**config.mk**
```make
export PLATFORM = sky130hd
export DESIGN_NAME = gt_max_scan_ctrl
export DESIGN_NICKNAME = d
export VERILOG_FILES = /design/src/rtl/gt_max_scan_ctrl.sv
export SDC_FILE = /design/constraint.sdc
export NUM_CORES = 1
export LEC_CHECK = 0
export ABC_CLOCK_PERIOD_IN_PS = 3100
export CORE_UTILIZATION = 50
export CTS_CLUSTER_DIAMETER = 40
export CTS_CLUSTER_SIZE = 8
export DETAILED_ROUTE_END_ITERATION = 10
export DONT_BUFFER_PORTS = 1
export GPL_TIMING_DRIVEN = 1
export PLACE_DENSITY = 0.65
export SYNTH_ARGS = -nofsm -noshare
export SYNTH_HDL_FRONTEND = slang
export SYNTH_SLANG_ARGS = --single-unit
```
**constraint.sdc**
```tcl
create_clock -name clk -period 3.1 [get_ports clk]
set_input_delay 0.62 -clock clk [delete_from_list [all_inputs] [get_ports clk]]
set_output_delay 0.62 -clock clk [all_outputs]
set_load 0.02 [all_outputs]
```
**src/rtl/gt_max_scan_ctrl.sv**
```systemverilog
// gt_max_scan_ctrl
// Scans an N-entry file of 2-bit operands using one external 2-bit
// greater-than comparator. It returns the maximum value and the lowest index
// that holds that value.
// Optional macro GT_SCAN_REG_CMP_EN: the comparator result is registered.
// Each comparison then takes two cycles: one to present the operands and one
// to update the result. The functional result is the same either way.
module gt_max_scan_ctrl #(
  parameter int N  = 4,
  parameter int IW = 4
) (
  input  logic          clk,
  input  logic          rst_n,
  input  logic          wr_en,
  input  logic [IW-1:0] wr_addr,
  input  logic [1:0]    wr_data,
  input  logic          start,
  output logic          busy,
  output logic          done,
  output logic [1:0]    max_val,
  output logic [IW-1:0] max_idx,
  output logic [1:0]    cmp_a,
  output logic [1:0]    cmp_b,
  input  logic          cmp_agtb
);

  typedef enum logic [1:0] {
    ST_IDLE = 2'd0,
    ST_SCAN = 2'd1,
    ST_DONE = 2'd2
  } state_t;

  state_t        state_q, state_d;
  logic [1:0]    mem_q [N];
  logic [N-1:0]  wr_sel;
  logic [1:0]    rd_val;
  logic [1:0]    best_val_q, best_val_d;
  logic [IW-1:0] best_idx_q, best_idx_d;
  logic [IW-1:0] ptr_q, ptr_d;
  logic [1:0]    max_val_q;
  logic [IW-1:0] max_idx_q;
  logic          last_ptr;
  logic          step_update;
  logic          take_new;

  // Writes are accepted only while idle. The address decode is done on the
  // full address width, so any address at or above N selects no entry.
  generate
    for (genvar gi = 0; gi < N; gi++) begin : g_wr_sel
      assign wr_sel[gi] = wr_en && !busy && (wr_addr == IW'(gi));
    end
  endgenerate

  // Operand file registers.
  always_ff @(posedge clk or negedge rst_n) begin
    if (!rst_n) begin
      for (int i = 0; i < N; i++) mem_q[i] <= '0;
    end else begin
      for (int i = 0; i < N; i++) begin
        if (wr_sel[i]) mem_q[i] <= wr_data;
      end
    end
  end

  // Read mux selecting the entry under the scan pointer.
  always_comb begin
    rd_val = '0;
    for (int i = 0; i < N; i++) begin
      if (ptr_q == IW'(i)) rd_val = mem_q[i];
    end
  end

  assign last_ptr = (ptr_q == IW'(N - 1));

`ifdef GT_SCAN_REG_CMP_EN
  logic phase_q, phase_d;
  logic agtb_q;

  // Compare phase: capture the comparator result, then update on the next cycle.
  always_ff @(posedge clk or negedge rst_n) begin
    if (!rst_n) begin
      phase_q <= 1'b0;
      agtb_q  <= 1'b0;
    end else begin
      phase_q <= phase_d;
      if (state_q == ST_SCAN && !phase_q) agtb_q <= cmp_agtb;
    end
  end

  // Phase toggles on every scan cycle and is cleared when a scan starts.
  always_comb begin
    phase_d = phase_q;
    if (state_q == ST_IDLE && start) phase_d = 1'b0;
    else if (state_q == ST_SCAN)     phase_d = ~phase_q;
  end

  assign step_update = phase_q;
  assign take_new    = agtb_q;
`else
  assign step_update = 1'b1;
  assign take_new    = cmp_agtb;
`endif

  // State register.
  always_ff @(posedge clk or negedge rst_n) begin
    if (!rst_n) state_q <= ST_IDLE;
    else        state_q <= state_d;
  end

  // Next-state logic. A start pulse outside IDLE is ignored.
  always_comb begin
    state_d = state_q;
    case (state_q)
      ST_IDLE: if (start) state_d = ST_SCAN;
      ST_SCAN: if (step_update && last_ptr) state_d = ST_DONE;
      ST_DONE: state_d = ST_IDLE;
      default: state_d = ST_IDLE;
    endcase
  end

  // Outputs decoded from state. The comparator inputs are held at zero outside SCAN.
  always_comb begin
    busy  = (state_q != ST_IDLE);
    done  = (state_q == ST_DONE);
    cmp_a = '0;
    cmp_b = '0;
    if (state_q == ST_SCAN) begin
      cmp_a = rd_val;
      cmp_b = best_val_q;
    end
  end

  // Scan datapath. The strict greater-than comparison keeps the earliest
  // index when two entries tie. Entry 0 is sampled before any write made in
  // the same cycle as start.
  always_comb begin
    best_val_d = best_val_q;
    best_idx_d = best_idx_q;
    ptr_d      = ptr_q;
    if (state_q == ST_IDLE && start) begin
      best_val_d = mem_q[0];
      best_idx_d = '0;
      ptr_d      = IW'(1);
    end else if (state_q == ST_SCAN && step_update) begin
      if (take_new) begin
        best_val_d = rd_val;
        best_idx_d = ptr_q;
      end
      if (!last_ptr) ptr_d = ptr_q + IW'(1);
    end
  end

  // Scan working registers.
  always_ff @(posedge clk or negedge rst_n) begin
    if (!rst_n) begin
      best_val_q <= '0;
      best_idx_q <= '0;
      ptr_q      <= '0;
    end else begin
      best_val_q <= best_val_d;
      best_idx_q <= best_idx_d;
      ptr_q      <= ptr_d;
    end
  end

  // Result registers. They are updated only when leaving DONE and hold their
  // value otherwise.
  always_ff @(posedge clk or negedge rst_n) begin
    if (!rst_n) begin
      max_val_q <= '0;
      max_idx_q <= '0;
    end else if (state_q == ST_DONE) begin
      max_val_q <= best_val_q;
      max_idx_q <= best_idx_q;
    end
  end

  assign max_val = max_val_q;
  assign max_idx = max_idx_q;

endmodule

```
==> flow_summary.yaml, run 1 <==
global_route:
  antenna_found_initial: 0
  grtUsageTotal: 0.1917
  grt_remaining_overflow: 0
  grt_first_pass_wirelength_um: 3974
  grt_pass1_vias: 922
  grt_max_degree: 27
clock_tree:
  cts_made_buffers: 3
  clkTransAtPathRegs_ns: 0.14
  clock_latency_ns: 0.32
  cts_root_buffer: "clkbuf_4"
  clkSinkCount: 26
  clk_path_buf_depth: 2
  post_cts_buffers: 0
  cts_tree: "done"
  h-tree-depth: 1
route:
  vias: 970
  drcViolationCount: 0
  wl_per_cell_um: 15.10
  via_per_inst: 5.915
  wl_um: 2476
  ant_nets: 0
  dr.pass1.iters: 4
  drt_iter0_markers: 18
worst_setup_path:
  crit_fanout: 7
  cp_slowest_cell: "dfrtp_1"
  crit_chain: "ha_1 > or3_1 > a21oi_1 > a22oi_1 > nor2_1"
  max_stage_delay_ns: 0.48
  cp_top_family: "simple AND/OR/NAND/NOR gates"
  critPathRequiredTime_ns: 2.48
  worstPathArrival_ns: 2.01
  cp-start-kind: "flop"
  cp_num_buf_inv: 0
  crit_type: "reg -> out"
  cp-end-kind: "output pin"
die:
  pin_count: 23
  die_h_um: 53.82
  rows: 18
  die_area_sq_mm: 0.002896
  dieWidth_um: 53.82
  initial_utilization: 0.5370
  core_sq_mm: 0.002500
yosys:
  syn-instance-count: 133
  async_reset_ff_frac: 1.000
  avgSynthCellArea_sq_um: 10.09
  yosys.cell_types.count: 28
  synth-edff-count: 0
  synthTopCellsByCount: "dfrtp_1, nand2_1, o21ai_0, inv_1, mux2_2"
  yosysSeqAreaShare: 0.4846
  synth.top_cell.area_share: 0.4846
  synth_seq_cells: 26
  yosysWarnings: 0
  synth_area_sq_mm: 0.001343
  synth_fp_nets: 148
  synth_ff_type: "dfrtp_1"
  synth.most_common_cell: "dfrtp_1"
  yosys.area.top_type: "dfrtp_1"
  synth_area_leaders: "dfrtp_1, mux2_2, o21ai_0, a22o_1, nand2_1"
sta:
  max_freq_mhz: 380.9
  layout_min_cycle_time_ns: 2.625
  fin_skew_ns: 0.0008807
  maxSlewHeadroom: 0.5498
  layout_worst_path_cycle_share: 0.8468
  slew_viol_final: 0
  setup_ws_ns: 0.4750
  setup_viol: 0
  tns_ns: 0
  hold_viol_final: 0
  worstMarginPinSlew_ns: 0.6740
  rsz0062_at_grt: "false"
final_layout:
  areaGrowthSynthToFinish_pct: 5.312
  drive_above_1_share: 0.1343
  antenna_cells: 0
  nNetsFinal: 150
placement:
  post-dp-hpwl_um: 1849
  pre_cts_ws_ns: 0.8442
  routabilityCongestion: 0.7505
  portBuffers: 0
worst_hold_path:
  hold_path.class: "in -> async"
power_and_ir_drop:
  seq_power_share: 0.482
  p_clk_frac: 0.121
  power_switching_uw: 596.5
  p_comb_frac: 0.397
  switching_share: 0.4248
  peakVddDrop_uv: 619.2
  powerDensity_mw_per_mm2: 993.1
  p_int_uw: 807.6
  p_leak_uw: 0.0006600
outcome:
  status: "finished, final reports clean"
flow_run:
  drv_cap: 0
-- sequential cells by signal, indices dropped and copies added (netlist names) --
signal	flops
best_val_q	2
best_idx_q	4
state_q	2
mem_q	8
max_idx	4
max_val	2
ptr_q	4
-- power groups by stage --
stage / Combinational, uW / Clock, uW / Sequential (uW)
floorplan: 512 / 0 / 613
global placement: 533 / 0 / 676
detailed placement: 551 / 0 / 685
CTS: 563 / 175 / 677
global route: 628 / 184 / 703
finish: 557 / 170 / 677
-- worst reg2reg max path, stage by stage (launching register included) --
cell and delay [ns]:
dfrtp_1 0.59, or2_4 0.38, nor3_1 0.30, mux2_2 0.37
-- cell usage in the layout (no fill, tap or decap) --
| cell type | instances |
|---|---|
| dfrtp_1 | 26 |
| nand2_1 | 16 |
| o21ai_0 | 14 |
| inv_1 | 11 |
| mux2_2 | 10 |
| a21oi_1 | 8 |
| a22o_1 | 7 |
| nor2_1 | 5 |
| ha_1 | 4 |
| nand2b_1 | 3 |
| a22oi_1 | 3 |
| nor2b_1 | 3 |
| clkbuf_4 | 3 |
| and2_1 | 2 |
| nand4b_1 | 2 |
| nor3_1 | 2 |
| a21o_1 | 2 |
| nor4bb_1 | 2 |
| or2_4 | 1 |
| nor3b_4 | 1 |
| or3_1 | 1 |
| o32ai_1 | 1 |
| o21bai_1 | 1 |
| nor2_4 | 1 |
| nand4_1 | 1 |
| nand3b_1 | 1 |
| nand3_1 | 1 |
| clkbuf_8 | 1 |
| buf_12 | 1 |
-- worst paths after layout --
path                                    start            end  slack, ns  cells after the start
worst max-delay path                 ptr_q[1]       cmp_a[0]       0.47                      5
worst min-delay path                    rst_n     max_idx[0]       0.09                      1
worst max register to register     state_q[0]       mem_q[1]       1.36                      3
worst min register to register  best_idx_q[2]  best_idx_q[2]       0.52                      1
max in group asynchronous               rst_n       mem_q[0]       2.86                      1
min in group clk                   wr_data[0]       mem_q[2]       0.44                      1
-- stage by stage --
step	power [uW]	area [sq um]	cells	utilization	hold WS (ns)
CTS	1415	1414	164	0.5656	0.09007
global placement	1209	1358	159	0.5430	0.3249
floorplan	1125	1343	133	-	0.3244
finish	1404	1414	164	0.5656	0.09076
detailed placement	1236	1358	159	0.5430	0.3249
global route	1515	1414	164	0.5656	0.07978
-- what timing repair did --
action                                 in CTS  in global routing
endpoints found under the hold margin      26                  0
setup endpoints to repair                   0                  0
hold buffers                                1                  0
gates resized for setup                     0                  0
-- kinds of logic after synthesis --
logic type / share of synthesized area
fa+ha+maj: 0.03728
mux: 0.08388
buf+inv: 0.04753
simple gates: 0.1790
flops: 0.4846
compound gates: 0.1678
-- metal layers --
metal / routed length [um] / share of wire / GRT usage / vias to the layer above
met5: 0 / 0 / 0 / -
met3: 166 / 0.067 / 0.05650 / 2
met1: 1167 / 0.47 / 0.2566 / 464
met4: 8 / 0.0032 / 0.04386 / 0
li1: - / - / - / 475
met2: 1134 / 0.46 / 0.3025 / 29
-- final cells by class --
| class | instances | area (sq um) |
|---|---|---|
| inverter | 11 | 41.29 |
| fill | 209 | 1086 |
| clock buffer | 4 | 36.28 |
| sequential | 26 | 650.6 |
| tap | 30 | 37.54 |
| timing repair buffer | 1 | 20.02 |
| multi-input combinational | 92 | 628.1 |
(Power assumes the default switching activity.)
==> run 2, diff against run 1 <==
--- a/config.mk
+++ b/config.mk
@@ -5,14 +5,14 @@
 export SDC_FILE = /design/constraint.sdc
 export NUM_CORES = 1
 export LEC_CHECK = 0
-export ABC_CLOCK_PERIOD_IN_PS = 3100
+export ABC_CLOCK_PERIOD_IN_PS = 2300
 export CORE_UTILIZATION = 50
 export CTS_CLUSTER_DIAMETER = 40
 export CTS_CLUSTER_SIZE = 8
 export DETAILED_ROUTE_END_ITERATION = 10
 export DONT_BUFFER_PORTS = 1
 export GPL_TIMING_DRIVEN = 1
-export PLACE_DENSITY = 0.65
+export PLACE_DENSITY = 0.68
 export SYNTH_ARGS = -nofsm -noshare
 export SYNTH_HDL_FRONTEND = slang
 export SYNTH_SLANG_ARGS = --single-unit
==> constraint.sdc (replaced) <==
create_clock -name clk -period 2.3 [get_ports clk]
set_input_delay 0.46 -clock clk [delete_from_list [all_inputs] [get_ports clk]]
set_output_delay 0.46 -clock clk [all_outputs]
set_load 0.02 [all_outputs]
==> flow_summary.yaml, run 2 (same netlist as run 1, synthesis figures left out) <==
worst_setup_path:
  critPathRequiredTime_ns: 1.84
  cp-end-kind: "output pin"
  rr_startpoint: "state_q[0]"
  cp-start-kind: "flop"
  crit_start: "ptr_q[0]"
  max_stage_delay_ns: 0.42
  crit_fanout: 5
  crit_chain: "buf_4 > inv_1 > ha_1 > nand2_1 > o21ai_0 > a22oi_2 > nor2_4"
  worstPathArrival_ns: 1.72
  cp_slowest_cell: "dfrtp_1"
  crit_type: "reg -> out"
  r2r_cells: 3
die:
  initial_utilization: 0.5370
  die_h_um: 53.82
  rows: 18
  core_sq_mm: 0.002500
  pin_count: 23
  dieWidth_um: 53.82
  die_area_sq_mm: 0.002896
final_layout:
  ff_latch_area_sq_um: 651.9
  antenna_cells: 0
  multi_input_area_sq_um: 685.7
  mostFrequentLayoutCells: "dfrtp_1, nand2_1, o21ai_0, inv_1, mux2_2"
  regMostFlops: "mem_q"
  fill_cells: 203
  post-route-util: 0.5936
  largest_reg_flops: 8
  areaGrowthSynthToFinish_pct: 10.53
  final_common_cell: "dfrtp_1"
  nNetsFinal: 153
  drive_above_1_share: 0.2132
  instances_no_fill: 166
route:
  highest_layer: "met4"
  drcViolationCount: 0
  wl_met3_um: 66
  drt_iter0_markers: 19
  dr.pass1.iters: 7
  ant_nets: 0
  wl_met2_um: 1181
  wl_um: 2515
  via_per_inst: 5.699
  vias: 946
  wl_per_cell_um: 15.15
  met1_length_um: 1241
sta:
  max_freq_mhz: 459.4
  rsz0062_at_grt: "false"
  tns_ns: 0
  layout_min_cycle_time_ns: 2.177
  setup_viol: 0
  timing.hold.ws_ns: 0.2805
  hold_viol_final: 0
  fin_skew_ns: 0.001637
  layout_worst_path_cycle_share: 0.9464
  slew_viol_final: 0
  worstMarginPinSlew_ns: 0.7036
  maxSlewHeadroom: 0.5300
placement:
  place_inst: 159
  portBuffers: 0
  post-dp-hpwl_um: 1739
  routabilityCongestion: 0.7572
global_route:
  grtUsageTotal: 0.1870
  grt_first_pass_wirelength_um: 3850
  grt_pass1_vias: 850
  grt_remaining_overflow: 0
  antenna_found_initial: 0
  grt_max_degree: 27
clock_tree:
  clock_latency_ns: 0.32
  cts_made_buffers: 3
  clkTransAtPathRegs_ns: 0.13
  cts_tree: "done"
  clkSinkCount: 26
  clk_path_buf_depth: 2
  cts_root_buffer: "clkbuf_4"
  h-tree-depth: 1
power_and_ir_drop:
  switching_share: 0.4393
  p_clk_frac: 0.094
  p_int_uw: 1145
  p_leak_uw: 0.0006665
  p_comb_frac: 0.465
  powerDensity_mw_per_mm2: 1376
  power_switching_uw: 896.9
  seq_power_share: 0.442
  peakVddDrop_uv: 756.8
worst_hold_path:
  hold_path.class: "in -> reg"
  whs_path_depth: 1
  worstHoldStart: "wr_data[0]"
outcome:
  status: "finished, final reports clean"
flow_run:
  drv_cap: 0
[run 2: worst max-delay path, delay by kind of cell (launching register included)]
| family | cells | cell delay [ns] |
|---|---|---|
| compound gates | 2 | 0.33 |
| fa+ha+maj | 1 | 0.18 |
| buf+inv | 2 | 0.25 |
| flops | 1 | 0.42 |
| simple gates | 2 | 0.22 |
[run 2: power groups by stage]
stage               registers [uW]  logic, uW  clock network, uW
finish                         901        949                191
global route                   937       1040                219
CTS                            893        815                196
detailed placement             921        738                  0
global placement               912        714                  0
floorplan                      826        690                  0
[run 2: per-layer routing]
metal,global-route usage,vias up
met5,0,-
met2,0.2881,16
met4,0.06579,0
li1,-,472
met3,0.03672,4
met1,0.2593,454
[run 2: area by class of cell]
type	instances	share of cell area
clock buffer	3	0.01518
timing repair buffer	4	0.03035
inverter	11	0.02782
sequential	26	0.4393
multi-input combinational	92	0.4621
tap	30	0.02530
[run 2: through the flow]
step / setup slack (ns) / cell area (sq um) / power, uW
2_1_floorplan: 0.3184 / 1343 / 1516
3_3_place_gp: 0.2464 / 1358 / 1627
3_5_place_dp: 0.2042 / 1358 / 1660
4_1_cts: 0.01154 / 1434 / 1905
5_1_grt: 0.005398 / 1484 / 2198
6_report: 0.1232 / 1484 / 2042
[run 2: what timing repair did]
item / CTS / global route
hold buffers: 2 / 0
gates resized for setup: 4 / 10
endpoints found under the hold margin: 26 / 0
pin swaps: 1 / 4
endpoints found under the setup margin: 2 / 2
buffers inserted: 2 / 0
[run 2: final timing paths]
kind,end,slack (ns)
setup / recovery,cmp_a[1],0.12
hold / removal,mem_q[2],0.28
setup reg to reg,mem_q[1],0.59
hold reg to reg,best_idx_q[2],0.52
max in group asynchronous,ptr_q[1],1.57
min in group asynchronous,max_idx[3],0.57
==> run 3, diff against run 2 <==
--- a/config.mk
+++ b/config.mk
@@ -6,13 +6,13 @@
 export NUM_CORES = 1
 export LEC_CHECK = 0
 export ABC_CLOCK_PERIOD_IN_PS = 2300
-export CORE_UTILIZATION = 50
+export CORE_UTILIZATION = 55
 export CTS_CLUSTER_DIAMETER = 40
 export CTS_CLUSTER_SIZE = 8
 export DETAILED_ROUTE_END_ITERATION = 10
 export DONT_BUFFER_PORTS = 1
 export GPL_TIMING_DRIVEN = 1
-export PLACE_DENSITY = 0.68
+export PLACE_DENSITY = 0.73
 export SYNTH_ARGS = -nofsm -noshare
 export SYNTH_HDL_FRONTEND = slang
 export SYNTH_SLANG_ARGS = --single-unit
==> flow_summary.yaml, run 3 (same netlist as run 1, synthesis figures left out) <==
worst_setup_path:
  cp_num_buf_inv: 0
  cp_top_family: "simple AND/OR/NAND/NOR gates"
  cp_slowest_cell: "dfrtp_2"
  cp-end-kind: "output pin"
  max_stage_delay_ns: 0.44
  crit_fanout: 4
  path_depth: 5
  crit_type: "reg -> out"
  crit_chain: "ha_2 > or3_1 > a21oi_2 > a22oi_2 > nor2_4"
  cp-start-kind: "flop"
  critPathRequiredTime_ns: 1.84
  r2r_cells: 3
  worstPathArrival_ns: 1.78
  ff2ff_setup_slack_ns: 0.55
sta:
  slew_viol_final: 0
  fin_skew_ns: 0.008995
  hold_viol_final: 0
  rsz0062_at_grt: "true"
  timing.hold.ws_ns: 0.2635
  layout_worst_path_cycle_share: 0.9758
  max_freq_mhz: 445.6
  setup_viol: 0
  worstMarginPinSlew_ns: 0.6723
  tns_ns: 0
  maxSlewHeadroom: 0.5509
  layout_min_cycle_time_ns: 2.244
global_route:
  grtUsageTotal: 0.2154
  grt_remaining_overflow: 0
  grt_pass1_vias: 979
  grt_first_pass_wirelength_um: 4195
  grt_max_degree: 27
  antenna_found_initial: 0
die:
  dieWidth_um: 51.41
  rows: 17
  pin_count: 23
  core_sq_mm: 0.002255
  initial_utilization: 0.5954
  die_h_um: 51.41
  die_area_sq_mm: 0.002642
clock_tree:
  cts_made_buffers: 3
  clock_latency_ns: 0.33
  clkSinkCount: 26
  cts_tree: "done"
  clk_path_buf_depth: 2
  clkTransAtPathRegs_ns: 0.14
  h-tree-depth: 1
  cts_root_buffer: "clkbuf_4"
final_layout:
  post-route-util: 0.6532
  largest_reg_flops: 8
  regMostFlops: "mem_q"
  drive_above_1_share: 0.2044
  final_common_cell: "dfrtp_1"
  nNetsFinal: 153
  areaGrowthSynthToFinish_pct: 9.692
  antenna_cells: 0
  instances_no_fill: 165
  mostFrequentLayoutCells: "dfrtp_1, nand2_1, o21ai_0, inv_1, mux2_2"
placement:
  post-dp-hpwl_um: 1776
  routabilityCongestion: 0.7753
  portBuffers: 0
  place_inst: 157
power_and_ir_drop:
  peakVddDrop_uv: 756.4
  powerDensity_mw_per_mm2: 1370
  finalPower_uw: 2017
  p_leak_uw: 0.0006727
route:
  vias: 974
  wl_per_cell_um: 15.33
  ant_nets: 0
  dr.pass1.iters: 4
  via_per_inst: 5.903
  drcViolationCount: 0
  wl_um: 2530
  drt_iter0_markers: 26
flow_run:
  drv_cap: 0
worst_hold_path:
  whs_path_depth: 1
  hold_path.class: "in -> reg"
outcome:
  status: "finished, final reports clean"
run 3: layer usage:
layer,vias up,wire [um],global-route usage
met1,474,1147,0.2706
met5,-,0,0
li1,476,-,-
met4,0,27,0.08108
met3,4,112,0.04464
met2,20,1242,0.3615
run 3: timing repair:
| action | in CTS | in global routing |
|---|---|---|
| gates resized for setup | 4 | 7 |
| hold buffers | 2 | 0 |
| endpoints found under the hold margin | 26 | 0 |
| setup buffers | 2 | 0 |
| setup endpoints to repair | 2 | 2 |
| pin swaps | 1 | 2 |
run 3: report_power, final:
part           internal (uW)  switching, uW
clock network           97.1            136
registers                648            251
logic                    398            487
run 3: through the flow:
stage	setup WS [ns]	area (sq um)
after floorplan	0.3184	1343
after global placement	0.2450	1355
after detailed placement	0.2100	1355
after CTS	0.006453	1445
after global routing	-0.02161	1473
final	0.05576	1473
run 3: layout make-up:
cell class	instances	area (sq um)
clock buffers	4	36.28
fillers	194	782.0
inverters	11	41.29
repair buffers	4	45.04
multi-input cells	92	663.1
well taps	28	35.03
flip-flops and latches	26	651.9
run 3: path summary, 6_finish.rpt:
check / from / to
min in group asynchronous: rst_n / max_val[1]
min: wr_data[0] / mem_q[6]
max in group asynchronous: rst_n / ptr_q[1]
min reg2reg: best_val_q[0] / best_val_q[0]
max reg2reg: state_q[0] / mem_q[1]
max: ptr_q[1] / cmp_a[0]
